## src/rtl/aes_uart_host_ctrl.sv

```systemverilog
// Host-side UART initiator for the AES core: sends 16 key + 16 plaintext bytes (8N1), collects 16 ciphertext bytes.
// Defining HOST_FRAMING_CHECK_EN adds stop-bit checking and a sticky frame_err output.
module aes_uart_host_ctrl #(
   parameter logic [23:0] BAUD_RATE      = 24'd4000000,
   parameter logic [27:0] CLOCK_FREQ     = 28'd50000000,
   parameter int          GAP_CYCLES     = 16,
   parameter int          SETUP_CYCLES   = 8,
   parameter int          DROP_CYCLES    = 8,
   parameter int          TIMEOUT_CYCLES = 200000
) (
   input  logic         clk,
   input  logic         reset,
   input  logic         start,
   input  logic         new_key,
   input  logic [127:0] key_in,
   input  logic [127:0] pt_in,
   output logic         uart_tx,
   input  logic         uart_rx,
   output logic         aes_enable,
   output logic         busy,
   output logic [127:0] ct_out,
   output logic         ct_valid,
   output logic         timeout_err
`ifdef HOST_FRAMING_CHECK_EN
   ,
   output logic         frame_err
`endif
);

   localparam int          CLKS_PER_BIT = int'(CLOCK_FREQ / BAUD_RATE);
   localparam logic [15:0] BIT_LAST     = 16'(CLKS_PER_BIT - 1);
   localparam logic [15:0] HALF_LAST    = 16'(CLKS_PER_BIT / 2 - 1);
   localparam logic [15:0] GAP_LAST     = 16'(GAP_CYCLES - 1);
   localparam logic [15:0] SETUP_LAST   = 16'(SETUP_CYCLES - 1);
   localparam logic [15:0] DROP_LAST    = 16'(DROP_CYCLES - 1);
   localparam int          TMO_W        = $clog2(TIMEOUT_CYCLES + 1);
   localparam logic [TMO_W-1:0] TMO_LAST = TMO_W'(TIMEOUT_CYCLES - 1);

   typedef enum logic [2:0] {
      S_IDLE, S_DROP, S_SETUP, S_SEND_KEY, S_SEND_PT, S_RECV_CT, S_DONE, S_ERROR
   } state_t;

   state_t           state_q;
   logic [15:0]      phase_cnt_q, tx_cnt_q, rx_cnt_q;
   logic [3:0]       tx_bit_q, tx_idx_q, rx_bit_q, rx_idx_q;
   logic [7:0]       rx_shift_q;
   logic [2:0]       rx_sync_q;
   logic             rx_act_q, key_loaded_q;
   logic [127:0]     key_q, pt_q, ct_shadow_q, ct_out_q;
   logic [TMO_W-1:0] tmo_q;
   logic             uart_tx_q, aes_enable_q, busy_q, ct_valid_q, timeout_err_q;
`ifdef HOST_FRAMING_CHECK_EN
   logic             frame_err_q;
   assign frame_err = frame_err_q;
`endif

   logic       accept, rx_s, rx_fall, rx_tick, tx_bit_end, tx_next_lvl;
   logic [6:0] tx_sel;
   logic [7:0] tx_byte;

   assign accept     = start && !busy_q;
   assign rx_s       = rx_sync_q[1];
   assign rx_fall    = rx_sync_q[2] && !rx_sync_q[1];
   assign rx_tick    = rx_act_q && ((rx_bit_q == 4'd0) ? (rx_cnt_q == HALF_LAST) : (rx_cnt_q == BIT_LAST));
   // tx_bit_q: 0 start, 1..8 data, 9 stop, 10 inter-byte gap
   assign tx_bit_end = (tx_bit_q == 4'd10) ? (tx_cnt_q == GAP_LAST) : (tx_cnt_q == BIT_LAST);
   assign tx_sel     = {tx_idx_q, 3'b000};
   assign tx_byte    = (state_q == S_SEND_KEY) ? key_q[tx_sel +: 8] : pt_q[tx_sel +: 8];

   always_comb begin
      tx_next_lvl = 1'b1;
      if (tx_bit_q < 4'd8) tx_next_lvl = tx_byte[tx_bit_q[2:0]];
   end

   assign uart_tx     = uart_tx_q;
   assign aes_enable  = aes_enable_q;
   assign busy        = busy_q;
   assign ct_out      = ct_out_q;
   assign ct_valid    = ct_valid_q;
   assign timeout_err = timeout_err_q;

   always_ff @(posedge clk) begin
      if (reset) begin
         state_q       <= S_IDLE;
         phase_cnt_q   <= '0;
         tx_cnt_q      <= '0;
         rx_cnt_q      <= '0;
         tx_bit_q      <= '0;
         tx_idx_q      <= '0;
         rx_bit_q      <= '0;
         rx_idx_q      <= '0;
         rx_shift_q    <= '0;
         rx_sync_q     <= '1;
         rx_act_q      <= 1'b0;
         key_loaded_q  <= 1'b0;
         key_q         <= '0;
         pt_q          <= '0;
         ct_shadow_q   <= '0;
         ct_out_q      <= '0;
         tmo_q         <= '0;
         uart_tx_q     <= 1'b1;
         aes_enable_q  <= 1'b0;
         busy_q        <= 1'b0;
         ct_valid_q    <= 1'b0;
         timeout_err_q <= 1'b0;
`ifdef HOST_FRAMING_CHECK_EN
         frame_err_q   <= 1'b0;
`endif
      end else begin
         rx_sync_q  <= {rx_sync_q[1:0], uart_rx};
         ct_valid_q <= 1'b0;
         case (state_q)
            S_IDLE: begin
               busy_q <= 1'b0;
               if (accept) begin
                  busy_q        <= 1'b1;
                  timeout_err_q <= 1'b0;
`ifdef HOST_FRAMING_CHECK_EN
                  frame_err_q   <= 1'b0;
`endif
                  key_q         <= key_in;
                  pt_q          <= pt_in;
                  phase_cnt_q   <= '0;
                  tx_idx_q      <= '0;
                  if (aes_enable_q && (new_key || !key_loaded_q)) begin
                     state_q      <= S_DROP;
                     aes_enable_q <= 1'b0;
                     key_loaded_q <= 1'b0;
                  end else if (!aes_enable_q) begin
                     state_q      <= S_SETUP;
                     aes_enable_q <= 1'b1;
                  end else begin
                     state_q   <= S_SEND_PT;
                     uart_tx_q <= 1'b0;
                     tx_bit_q  <= '0;
                     tx_cnt_q  <= '0;
                  end
               end
            end
            S_DROP: begin
               if (phase_cnt_q == DROP_LAST) begin
                  state_q      <= S_SETUP;
                  aes_enable_q <= 1'b1;
                  phase_cnt_q  <= '0;
               end else begin
                  phase_cnt_q <= phase_cnt_q + 16'd1;
               end
            end
            S_SETUP: begin
               if (phase_cnt_q == SETUP_LAST) begin
                  state_q   <= S_SEND_KEY;
                  uart_tx_q <= 1'b0;
                  tx_bit_q  <= '0;
                  tx_cnt_q  <= '0;
                  tx_idx_q  <= '0;
               end else begin
                  phase_cnt_q <= phase_cnt_q + 16'd1;
               end
            end
            S_SEND_KEY, S_SEND_PT: begin
               if (!tx_bit_end) begin
                  tx_cnt_q <= tx_cnt_q + 16'd1;
               end else if (tx_bit_q != 4'd10) begin
                  tx_cnt_q  <= '0;
                  tx_bit_q  <= tx_bit_q + 4'd1;
                  uart_tx_q <= tx_next_lvl;
               end else begin
                  // gap over: next start bit follows immediately, also across the key/plaintext boundary
                  tx_cnt_q <= '0;
                  tx_bit_q <= '0;
                  tx_idx_q <= tx_idx_q + 4'd1;
                  if (tx_idx_q != 4'd15 || state_q == S_SEND_KEY) uart_tx_q <= 1'b0;
                  if (tx_idx_q == 4'd15) begin
                     if (state_q == S_SEND_KEY) begin
                        key_loaded_q <= 1'b1;
                        state_q      <= S_SEND_PT;
                     end else begin
                        state_q  <= S_RECV_CT;
                        tmo_q    <= '0;
                        rx_act_q <= 1'b0;
                        rx_idx_q <= '0;
                     end
                  end
               end
            end
            S_RECV_CT: begin
               tmo_q <= tmo_q + TMO_W'(1);
               if (tmo_q == TMO_LAST) state_q <= S_ERROR;
               if (!rx_act_q) begin
                  if (rx_fall) begin
                     rx_act_q <= 1'b1;
                     rx_cnt_q <= '0;
                     rx_bit_q <= '0;
                  end
               end else if (!rx_tick) begin
                  rx_cnt_q <= rx_cnt_q + 16'd1;
               end else begin
                  rx_cnt_q <= '0;
                  rx_bit_q <= rx_bit_q + 4'd1;
                  if (rx_bit_q == 4'd0) begin
                     if (rx_s) rx_act_q <= 1'b0;
                  end else if (rx_bit_q != 4'd9) begin
                     rx_shift_q <= {rx_s, rx_shift_q[7:1]};
                  end else begin
                     rx_act_q <= 1'b0;
`ifdef HOST_FRAMING_CHECK_EN
                     if (!rx_s) begin
                        frame_err_q <= 1'b1;
                        state_q     <= S_ERROR;
                     end else
`endif
                     begin
                        ct_shadow_q[{rx_idx_q, 3'b000} +: 8] <= rx_shift_q;
                        rx_idx_q <= rx_idx_q + 4'd1;
                        tmo_q    <= '0;
                        if (rx_idx_q == 4'd15) state_q <= S_DONE;
                     end
                  end
               end
            end
            S_DONE: begin
               ct_out_q   <= ct_shadow_q;
               ct_valid_q <= 1'b1;
               state_q    <= S_IDLE;
            end
            S_ERROR: begin
               timeout_err_q <= 1'b1;
               aes_enable_q  <= 1'b0;
               key_loaded_q  <= 1'b0;
               state_q       <= S_IDLE;
            end
            default: state_q <= S_IDLE;
         endcase
      end
   end

endmodule

```

## config.mk

```make
export PLATFORM = sky130hd
export DESIGN_NAME = aes_uart_host_ctrl
export DESIGN_NICKNAME = d
export VERILOG_FILES = /design/src/rtl/aes_uart_host_ctrl.sv
export SDC_FILE = /design/constraint.sdc
export NUM_CORES = 1
export LEC_CHECK = 0
export CORE_MARGIN = 4
export CORE_UTILIZATION = 45
export CTS_BUF_LIST = sky130_fd_sc_hd__clkbuf_16
export DETAILED_ROUTE_END_ITERATION = 8
export GPL_ROUTABILITY_DRIVEN = 0
export HOLD_SLACK_MARGIN = 0.1
export PLACE_DENSITY = 0.71
export SYNTH_ARGS = -nofsm -noshare
export SYNTH_HDL_FRONTEND = slang
export SYNTH_SLANG_ARGS = --single-unit
export TNS_END_PERCENT = 30
```

## constraint.sdc

```tcl
create_clock -name clk -period 2.55 [get_ports clk]
set_clock_uncertainty 0.05 [all_clocks]
set_input_delay 0.51 -clock clk [delete_from_list [all_inputs] [get_ports clk]]
set_output_delay 0.51 -clock clk [all_outputs]
set_load 0.03 [all_outputs]
```

### After elaboration in Yosys (flattened, before gate mapping)

Cells that the tools add are included.

* add/subtract/negate cells: 9
* magnitude comparators: 2
* equality and inequality tests: 37
* shift-type cells: 4
* multiplexer cells: 102
* bitwise gates (word level): 2
* reduce and logical (&&, ||, !) cells: 36

Operator list (number)
* variable part select 128 x 8 -> 8 bit: 2
* 2-to-1 mux 16 bit: 11
* 2-to-1 mux 18 bit: 8
* bitwise mux 128 bit: 1
* variable shift 8 x 9 -> 128 bit, first input constant: 1
* variable part select 8 x 9 -> 128 bit: 1
* one-hot mux 16 bit (3 select lines): 2
* 2-to-1 mux 4 bit: 20
* adder 16 x 1 -> 16 bit, second input constant: 3
* equality test 16 x 4 -> 1 bit, second input constant: 3
* 2-to-1 mux 3 bit: 14
* one-hot mux 18 bit (2 select lines): 1
* 2-to-1 mux 1 bit: 34
* equality test 16 x 3 -> 1 bit, second input constant: 2
* inequality test 2 bit, second input constant: 16
* AND reduction 5 bit: 5
* one-hot mux 4 bit (3 select lines): 2
* adder 18 x 1 -> 18 bit, second input constant: 1
* equality test 18 bit, second input constant: 1
* one-hot mux 3 bit (6 select lines): 1
* adder 4 x 1 -> 4 bit, second input constant: 4
* AND reduction 7 bit: 2
* equality test 3 bit, second input constant: 4
* equality test 4 bit, second input constant: 3
* 26 further kinds: 50

* bits in registers: 615
* output and inout port bits: 133

### Longest topological paths before layout

Gate-level depths: netlist (run 1).

* word-level depth: 8
* mapped depth: 13

### Least setup slack after synthesis (run 1)

Ideal clock, no wire load.

* path kind: flip-flop to flip-flop
* start point: reg rx_bit_q[0]
* end point: reg ct_shadow_q[65]
* setup time: 0.128 ns
* arrival: 2.543 ns
* data required time: 2.372 ns
* slack: -0.171 ns
* cell stages (with the launch flop): 11
* buffers on the path: 1
* clock period less this slack: 2.721 ns
* path through: dfxtp_1 > inv_1 > ha_1 > nor3b_1 > mux2i_1 > nand4_1 > nor4b_1 > nor3b_1 > buf_2 > mux2i_1 > nor2_1

* longest elaborated chain between the ends: 4
* elaborated cells on any way between the ends: 7

Ends and longest elaborated chain
* start, declared: line 45 `logic [3:0] tx_bit_q, tx_idx_q, rx_bit_q, rx_idx_q;`
* start signal, assigned: line 199 `rx_bit_q <= rx_bit_q + 4'd1;`
* zero test 4 bit: line 64, 200
* 2-to-1 mux 1 bit: line 64 `assign rx_tick = rx_act_q && ((rx_bit_q == 4'd0) ? (rx_cnt_q == HALF_LAST) : (rx_cnt_q == BIT_LAST));`
* logical AND 1 bit: line 64
* AND reduction 5 bit (no source line) *
* end signal, assigned by index: line 213 `ct_shadow_q[{rx_idx_q, 3'b000} +: 8] <= rx_shift_q;`
* end, declared: line 49 `logic [127:0] key_q, pt_q, ct_shadow_q, ct_out_q;`

Every way passes the cells marked *; elsewhere a longest branch is shown, timed or not.
A chain may end at the register's enable or synchronous reset.

### Worst setup path in the final report (run 1)

* start point: reg state_q[2]
* end point: reg uart_tx_q, in the netlist uart_tx

* longest elaborated chain between the ends: 8
* elaborated cells on any way between the ends: 21

Ends and longest elaborated chain
* start, declared: line 43 `state_t state_q;`
* start signal, assigned: line 84 `state_q <= S_IDLE;`
* start signal, assigned: line 126 `state_q <= S_DROP;`
* start signal, assigned: line 130 `state_q <= S_SETUP;`
* equality test 3 x 2 -> 1 bit: line 68, 112, 172
* 2-to-1 mux 8 bit: line 68 `assign tx_byte = (state_q == S_SEND_KEY) ? key_q[tx_sel +: 8] : pt_q[tx_sel +: 8];`
* binary-select mux 1 bit (select 3 bit): line 72 `if (tx_bit_q < 4'd8) tx_next_lvl = tx_byte[tx_bit_q[2:0]];`
* 2-to-1 mux 1 bit (implied by the code): line 72
* 2-to-1 mux 1 bit: line 72
* 2-to-1 mux 1 bit: line 163 `end else if (tx_bit_q != 4'd10) begin`
* 2-to-1 mux 1 bit: line 161 `if (!tx_bit_end) begin`
* one-hot mux 1 bit (3 select lines): line 112 `case (state_q)`
* end signal, assigned: line 166 `uart_tx_q <= tx_next_lvl;`
* end, declared: line 51 `logic uart_tx_q, aes_enable_q, busy_q, ct_valid_q, timeout_err_q;`

Parallel ways exist; a longest one is shown, timed or not. The select of a mux whose other input is x is not followed.

==> impl_metrics.tcl, run 1 <==
set metrics [dict create \
    status "finished with violations" \
    violations "setup timing" \
    synthAdderAreaFrac 0.00596 \
    path_clk_slew_ns 0.06 \
    cap_violations 0 \
    wl_um 77700 \
    antenna_found_initial 1 \
    io-pin-count 394 \
    met3_usage 0.0389 \
    slowest_stage "and3b_4" \
    grt_max_degree 213 \
    cts.sinks 615 \
    fin_ws_ns -0.205 \
    reg2regPathDepth 9 \
    worst_setup_path_end_kind "flip-flop" \
    port_buffers 393 \
    synthXorXnorAreaFrac 0.0216 \
    initial_core_util 0.456 \
    avgViaCountPerCell 5.43 \
    rrSetupSlack_ns -0.21 \
    use_met1 0.304 \
    nFillCells 4688 \
    area_delta_synth_final_pct 31.3 \
    grt_pass1_vias 22500 \
    grtUsageTotal 0.248 \
    routedWlPerCell_um 18.4 \
    tns_ns -0.270 \
    r2r_start "state_q[2]" \
    setup-violations-final 5 \
    finalHoldViolations 0 \
    grtUsageMet2 0.433 \
    fin_crit_ns 2.76 \
    hpwlAfterDp_um 56600 \
    synthMuxAreaShare 0.0957 \
    ys_seq_elements 615 \
    rsz0062_at_grt "true" \
    vias 22900 \
    synth_compound_area_frac 0.115 \
    yosysSeqAreaShare 0.489 \
    ctsRootBufferMaster "clkbuf_16" \
    drive_gt1_frac 0.105 \
    core_area_sq_um 55200 \
    hp-class "input port to flip-flop" \
    timing.fmax_mhz 363 \
    relSlewSlack 0.247 \
    ir_drop_v 0.000684 \
    num_rows 86 \
    cts_hold_buf 0 \
    slowest_delay_ns 0.44 \
    postLayoutCoreUtil 0.599 \
    nets 3693 \
    crit_required_ns 3.04 \
    synth_top_family_by_area "simple AND/OR/NAND/NOR gates" \
    timing.final.crit_share 1.08 \
    clk_path_buf_depth 3 \
    grt_overflow_total 0 \
    cp.arrival_ns 3.24 \
    slew_viol_final 0 \
    synth.yosys.warnings 0 \
    post-place-ws_ns -0.310 \
    cp_cell_sequence "and3b_4 > buf_6 > buf_4 > mux4_2 > nand2b_4 > a32o_1 > a2111oi_2 > nand3_1 > a311o_1" \
    synthCells 3027 \
    clkLatencyLatePin_ns 0.65 \
    postRouteAntennaNets 0 \
    worstReg2RegEnd "uart_tx" \
    power.density_nw_per_um2 751 \
    total_power_mw 24.8 \
    placed_area_sq_um 30500 \
    synth_edf_count 0 \
    crit_path_max_fanout 7 \
    grt_pass1_wl_um 120000 \
    leakage_nw 12.2 \
    synth_fp_nets 3300 \
    synthFlopType "dfxtp_1" \
    synth_area_leaders "dfxtp_1 (49%), nand2_1 (13%), a21oi_1 (8.9%), mux2i_1 (4.9%), mux4_2 (4.3%)" \
    hold_depth 2 \
    worst_slew_pin_slew_ns 1.13 \
    drt-pass1-iter-count 6 \
    die-area_sq_um 59800 \
    synth_top_area_cell "dfxtp_1" \
    yosys.area_share.simple 0.234 \
    grt_busiest_layer "met2" \
    cts_tree "built" \
    drt_iter0_markers 1880 \
    holdPathEnd "ct_shadow_q[11]" \
    drc 0 \
    die_height_um 245 \
    fin_area_sq_um 33100 \
    cts_buffers 61 \
    path_class "flip-flop to flip-flop" \
    synth_top_area_share 0.489 \
    syn_area_per_cell_sq_um 8.32 \
    syn_area_sq_um 25200 \
    htreeDepth 2 \
    dieWidth_um 245 \
    synth_cell_types 71 \
    hold_start "reset" \
    startpoint_type "flip-flop" \
    async_flop_share 0 \
]
## cell families (layout without fill, tap and decap cells)
logic type,count (synthesis),in the layout
AND/OR/NAND/NOR,1389,1390
other,0,1
XOR/XNOR,62,62
multiplexers,177,177
buffers and inverters,239,681
adder cells (fa/ha/maj),12,12
AO/OA/AOI/OAI,533,533
flip-flops,615,615
## report_power, final
group | leakage (nW) | total (mW) | internal (mW) | switching, mW
registers | 4.99 | 11.1 | 10.5 | 0.620
clock network | 1.05 | 9.19 | 5.33 | 3.86
logic | 6.18 | 4.54 | 1.89 | 2.65
total | 12.2 | 24.8 | 17.7 | 7.14
## worst max path at each step
stage | from | endpoint | slack [ns]
6_report | state_q[2] | uart_tx | -0.21
3_3_place_gp | state_q[2] | uart_tx | -0.27
5_1_grt | tx_idx_q[0] | uart_tx | -0.24
3_5_place_dp | state_q[2] | uart_tx | -0.31
4_1_cts | state_q[2] | uart_tx | -0.19
2_1_floorplan | rx_idx_q[0] | ct_shadow_q[100] | -0.08
## sequential cells by signal (all words and copies together), names as in the netlist, 8 cells and up
signal,count
tx_cnt_q,16
key_q,128
rx_shift_q,8
rx_cnt_q,16
pt_q,128
phase_cnt_q,16
ct_out,128
tmo_q,18
ct_shadow_q,128
## routing by layer
metal	up-vias	part of all wire
met5	-	0
li1	11000	-
met3	162	0.063
met1	10900	0.40
met2	875	0.49
met4	0	0.043
## worst max-delay path: cells and delay by family (launching register included)
family,cells,cell delay (ns)
simple gates,3,0.74
flops,1,0.33
compound gates,3,0.97
buf+inv,2,0.26
mux,1,0.31
## area by class of cell
cell class | count | area [sq um] | share of cell area
clock buffer | 62 | 1550 | 0.0469
clock inverter | 51 | 513 | 0.0155
inverter | 19 | 75.1 | 0.00227
tap | 748 | 936 | 0.0283
timing repair buffer | 549 | 5430 | 0.164
sequential | 615 | 12300 | 0.373
antenna | 1 | 2.50 | 0.0000757
multi-input combinational | 2174 | 12200 | 0.370
## synth_stat cells, types with 8 or more instances
| library cell | count |
|---|---|
| nand2_1 | 889 |
| dfxtp_1 | 615 |
| a21oi_1 | 446 |
| nor2_1 | 209 |
| clkbuf_1 | 186 |
| mux2i_1 | 123 |
| nand3_1 | 83 |
| mux4_2 | 48 |
| xor2_1 | 42 |
| nor3_1 | 32 |
| and2_1 | 30 |
| nand4_1 | 26 |
| xnor2_1 | 20 |
| nor2b_1 | 19 |
| o21ai_0 | 19 |
| and3_1 | 18 |
| buf_2 | 18 |
| inv_1 | 18 |
| nand2b_1 | 13 |
| nor4_1 | 13 |
| ha_1 | 12 |
| a211oi_1 | 10 |
| or3_1 | 10 |
| a22oi_1 | 8 |
## cells in the final DEF, fill, tap and decap left out, types with 5 or more instances in the layout
cell type        Yosys  final
a21oi_1            446    444
buf_6                4     12
nor2_1             209    206
nand2_2              0      5
nand4_1             26     26
clkdlybuf4s50_1      0    392
nor4_1              13     11
inv_1               18     28
and4_1               6      6
nand2_1            889    881
nor2b_1             19     19
o2111ai_1            7      7
xnor2_1             20     20
xor2_1              42     42
nand2b_1            13     11
buf_4                7    122
a31oi_1              5      5
o21a_1               5      5
or3_1               10      8
clkbuf_16            0     62
nand3_1             83     81
o21ai_0             19     17
buf_12               0     21
clkinv_1             1     16
clkinv_2             0      9
nor3_1              32     27
mux4_2              48     49
ha_1                12     10
a22oi_1              8      7
and3_1              18     18
and2_1              30     29
dfxtp_1            615    611
mux2i_1            123    119
a211oi_1            10      9
or2_2                6      5
bufinv_16            0      9
## metrics by stage
step | hold slack, ns | cells
2_1_floorplan | 0.339 | 3027
3_3_place_gp | 0.352 | 4087
3_5_place_dp | 0.349 | 4087
4_1_cts | 0.193 | 4208
5_1_grt | 0.220 | 4218
6_report | 0.227 | 4219
## repair_timing
action / CTS / global route
endpoints found under the hold margin: 0 / 0
gates cloned: 1 / 0
pin swaps: 3 / 12
setup endpoints to repair: 76 / 167
resized for setup: 12 / 62
setup buffers: 7 / 10
(Power assumes the default switching activity.)
==> run 2, diff against run 1 <==
--- a/config.mk
+++ b/config.mk
@@ -8,6 +8,7 @@
 export CORE_MARGIN = 4
 export CORE_UTILIZATION = 45
 export CTS_BUF_LIST = sky130_fd_sc_hd__clkbuf_16
+export CTS_CLUSTER_SIZE = 30
 export DETAILED_ROUTE_END_ITERATION = 8
 export GPL_ROUTABILITY_DRIVEN = 0
 export HOLD_SLACK_MARGIN = 0.1
==> results of run 2 <==
Same layout as run 1: the final DEF is identical, and so are final timing and power.
==> run 3, diff against run 2 <==
--- a/config.mk
+++ b/config.mk
@@ -5,10 +5,11 @@
 export SDC_FILE = /design/constraint.sdc
 export NUM_CORES = 1
 export LEC_CHECK = 0
-export CORE_MARGIN = 4
+export ABC_AREA = 1
+export CORE_MARGIN = 2
 export CORE_UTILIZATION = 45
 export CTS_BUF_LIST = sky130_fd_sc_hd__clkbuf_16
-export CTS_CLUSTER_SIZE = 30
+export CTS_CLUSTER_SIZE = 25
 export DETAILED_ROUTE_END_ITERATION = 8
 export GPL_ROUTABILITY_DRIVEN = 0
 export HOLD_SLACK_MARGIN = 0.1
==> impl_metrics.tcl, run 3 <==
set metrics [dict create \
    status "finished, final reports clean" \
    synthCells 3657 \
    hpwlAfterDp_um 58400 \
    die_height_um 244 \
    timing.final.crit_share 0.956 \
    ir_drop_v 0.000492 \
    layout_commonest_cell "nor2_1" \
    num_rows 87 \
    synth_cell_types 42 \
    avgViaCountPerCell 5.32 \
    crit_start "rx_bit_q[0]" \
    multi_input_area_sq_um 11700 \
    drive_gt1_frac 0.0758 \
    synth.yosys.warnings 0 \
    timing.fmax_mhz 410 \
    holdPathEnd "tx_cnt_q[4]" \
    grt_pass1_wl_um 132000 \
    yosysSeqAreaShare 0.476 \
    synthMuxAreaShare 0 \
    cts_tree "built" \
    syn_area_per_cell_sq_um 7.07 \
    r2r_start "rx_bit_q[0]" \
    cap_violations 0 \
    setup-violations-final 0 \
    vias 25800 \
    crit_path_max_fanout 8 \
    dieWidth_um 244 \
    fin_ws_ns 0.111 \
    syn_area_sq_um 25900 \
    cts.sinks 615 \
    worstReg2RegEnd "ct_shadow_q[84]" \
    leakage_nw 13.5 \
    cts_buffers 66 \
    htreeDepth 3 \
    ys_top_cells_by_count "nor2_1 (768), dfxtp_1 (615), o21ai_0 (538), nand2_1 (499), a21oi_1 (301)" \
    nets 4312 \
    ys_seq_elements 615 \
    path_class "flip-flop to flip-flop" \
    hp-class "input port to flip-flop" \
    core_area_sq_um 56600 \
    grt_pass1_vias 24400 \
    wl_um 83900 \
    postRouteAntennaNets 0 \
    async_flop_share 0 \
    initial_core_util 0.457 \
    grt_overflow_total 0 \
    synth_edf_count 0 \
    drt_iter0_markers 2591 \
    slew_viol_final 0 \
    synth_most_common_cell "nor2_1" \
    synth_area_leaders "dfxtp_1 (48%), nor2_1 (11%), o21ai_0 (10%), nand2_1 (7.2%), a21oi_1 (5.8%)" \
    port_buffers 393 \
    nFillCells 5206 \
    synth_compound_area_frac 0.178 \
    die-area_sq_um 59400 \
    synth_fp_nets 3930 \
    drc 0 \
    reg2regPathDepth 14 \
    hold_depth 4 \
    finalHoldViolations 0 \
    io-pin-count 394 \
    antenna_found_initial 3 \
    power.density_nw_per_um2 878 \
    clkLatencyLatePin_ns 0.60 \
    path_clk_slew_ns 0.06 \
    synthFlopType "dfxtp_1" \
    synth_top_area_share 0.476 \
    postLayoutCoreUtil 0.591 \
    synth_top_family_by_area "simple AND/OR/NAND/NOR gates" \
    relSlewSlack 0.578 \
    crit_required_ns 3.04 \
    hold_start "reset" \
    grt_max_degree 138 \
    post-place-ws_ns 0.0623 \
    layout_common_cells "nor2_1 (759), dfxtp_1 (608), o21ai_0 (534)" \
    drt-pass1-iter-count 6 \
    rsz0062_at_grt "true" \
    grtUsageTotal 0.275 \
    stdcell_count 4847 \
    startpoint_type "flip-flop" \
    clk_path_buf_depth 3 \
    area_delta_synth_final_pct 29.5 \
    worst_slew_pin_slew_ns 0.633 \
    routedWlPerCell_um 17.3 \
    synth_top_area_cell "dfxtp_1" \
    synthAdderAreaFrac 0.00581 \
    rrSetupSlack_ns 0.11 \
    ff_latch_area_sq_um 12300 \
    synthXorXnorAreaFrac 0.00406 \
    worst_setup_path_end_kind "flip-flop" \
    dp.cells 4719 \
    yosys.area_share.simple 0.259 \
    fin_crit_ns 2.44 \
    ctsRootBufferMaster "clkbuf_16" \
    cp.arrival_ns 2.93 \
]
run 3: cell count changes in the layout (fill, tap and decap cells not counted), moves of 29 or more:
cell     change
a21oi_1    -144
and2_1      -29
inv_1      +260
mux2i_1    -119
mux4_2      -49
nand2_1    -393
nand3_1    +120
nor2_1     +553
nor3_1      +32
o21ai_0    +517
xor2_1      -34
run 3: stage by stage:
step / total power, mW / cell area, sq um / hold slack (ns) / TNS, ns
final: 29.4 / 33500 / 0.308 / 0
after global routing: 30.9 / 33500 / 0.318 / -0.503
after global placement: 19.8 / 31200 / 0.348 / 0
after floorplan: 16.6 / 25900 / 0.339 / 0
after CTS: 29.4 / 33300 / 0.281 / 0
after detailed placement: 19.9 / 31200 / 0.352 / 0
run 3: cells by family (layout without fill, tap and decap cells):
logic type	Yosys count	in the layout
AO/OA/AOI/OAI	893	893
XOR/XNOR	12	12
adder cells (fa/ha/maj)	12	12
buffers and inverters	512	942
flip-flops	615	615
other	0	3
AND/OR/NAND/NOR	1613	1614
run 3: how the worst max path moves through the flow:
stage	end
floorplan	ct_shadow_q[62]
global placement	phase_cnt_q[9]
detailed placement	ct_shadow_q[89]
CTS	ct_shadow_q[113]
global route	rx_cnt_q[15]
finish	ct_shadow_q[84]
run 3: what timing repair did:
action / 4_1_cts / 5_1_grt
setup buffers: 0 / 6
endpoints found under the setup margin: 0 / 155
gates resized for setup: 0 / 46
endpoints found under the hold margin: 0 / 0
hold buffers: 0 / 0
run 3: worst max-delay path: stages, from the launching register on:
cell,delay [ns]
dfxtp_2,0.35
inv_1,0.07
ha_2,0.18
nand3_2,0.09
inv_2,0.06
o21ai_2,0.18
nand2_2,0.11
nor3_4,0.23
nand3_4,0.21
nor3_4,0.27
buf_12,0.15
buf_4,0.10
buf_4,0.12
nand2_1,0.06
a21oi_1,0.15
run 3: routing by layer:
layer,track usage,vias to the layer above,part of all wire
li1,-,12700,-
met1,0.376,11900,0.44
met2,0.425,1015,0.44
met3,0.0545,188,0.085
met4,0.109,0,0.035
met5,0,-,0
run 3: where the power goes:
part / total [mW] / switching [mW] / internal (mW) / leakage, nW
Sequential: 11.9 / 0.746 / 11.2 / 5.01
Combinational: 7.98 / 5.01 / 2.97 / 7.38
Clock: 9.48 / 4.05 / 5.43 / 1.10
Total: 29.4 / 9.81 / 19.6 / 13.5
run 3: cell type report:
cell class | instances | share of cell area
flip-flops and latches | 615 | 0.368
multi-input cells | 2531 | 0.349
repair buffers | 530 | 0.157
clock buffers | 69 | 0.0516
inverters | 295 | 0.0336
well taps | 756 | 0.0283
clock inverters | 48 | 0.0115
diodes | 3 | 0.000224
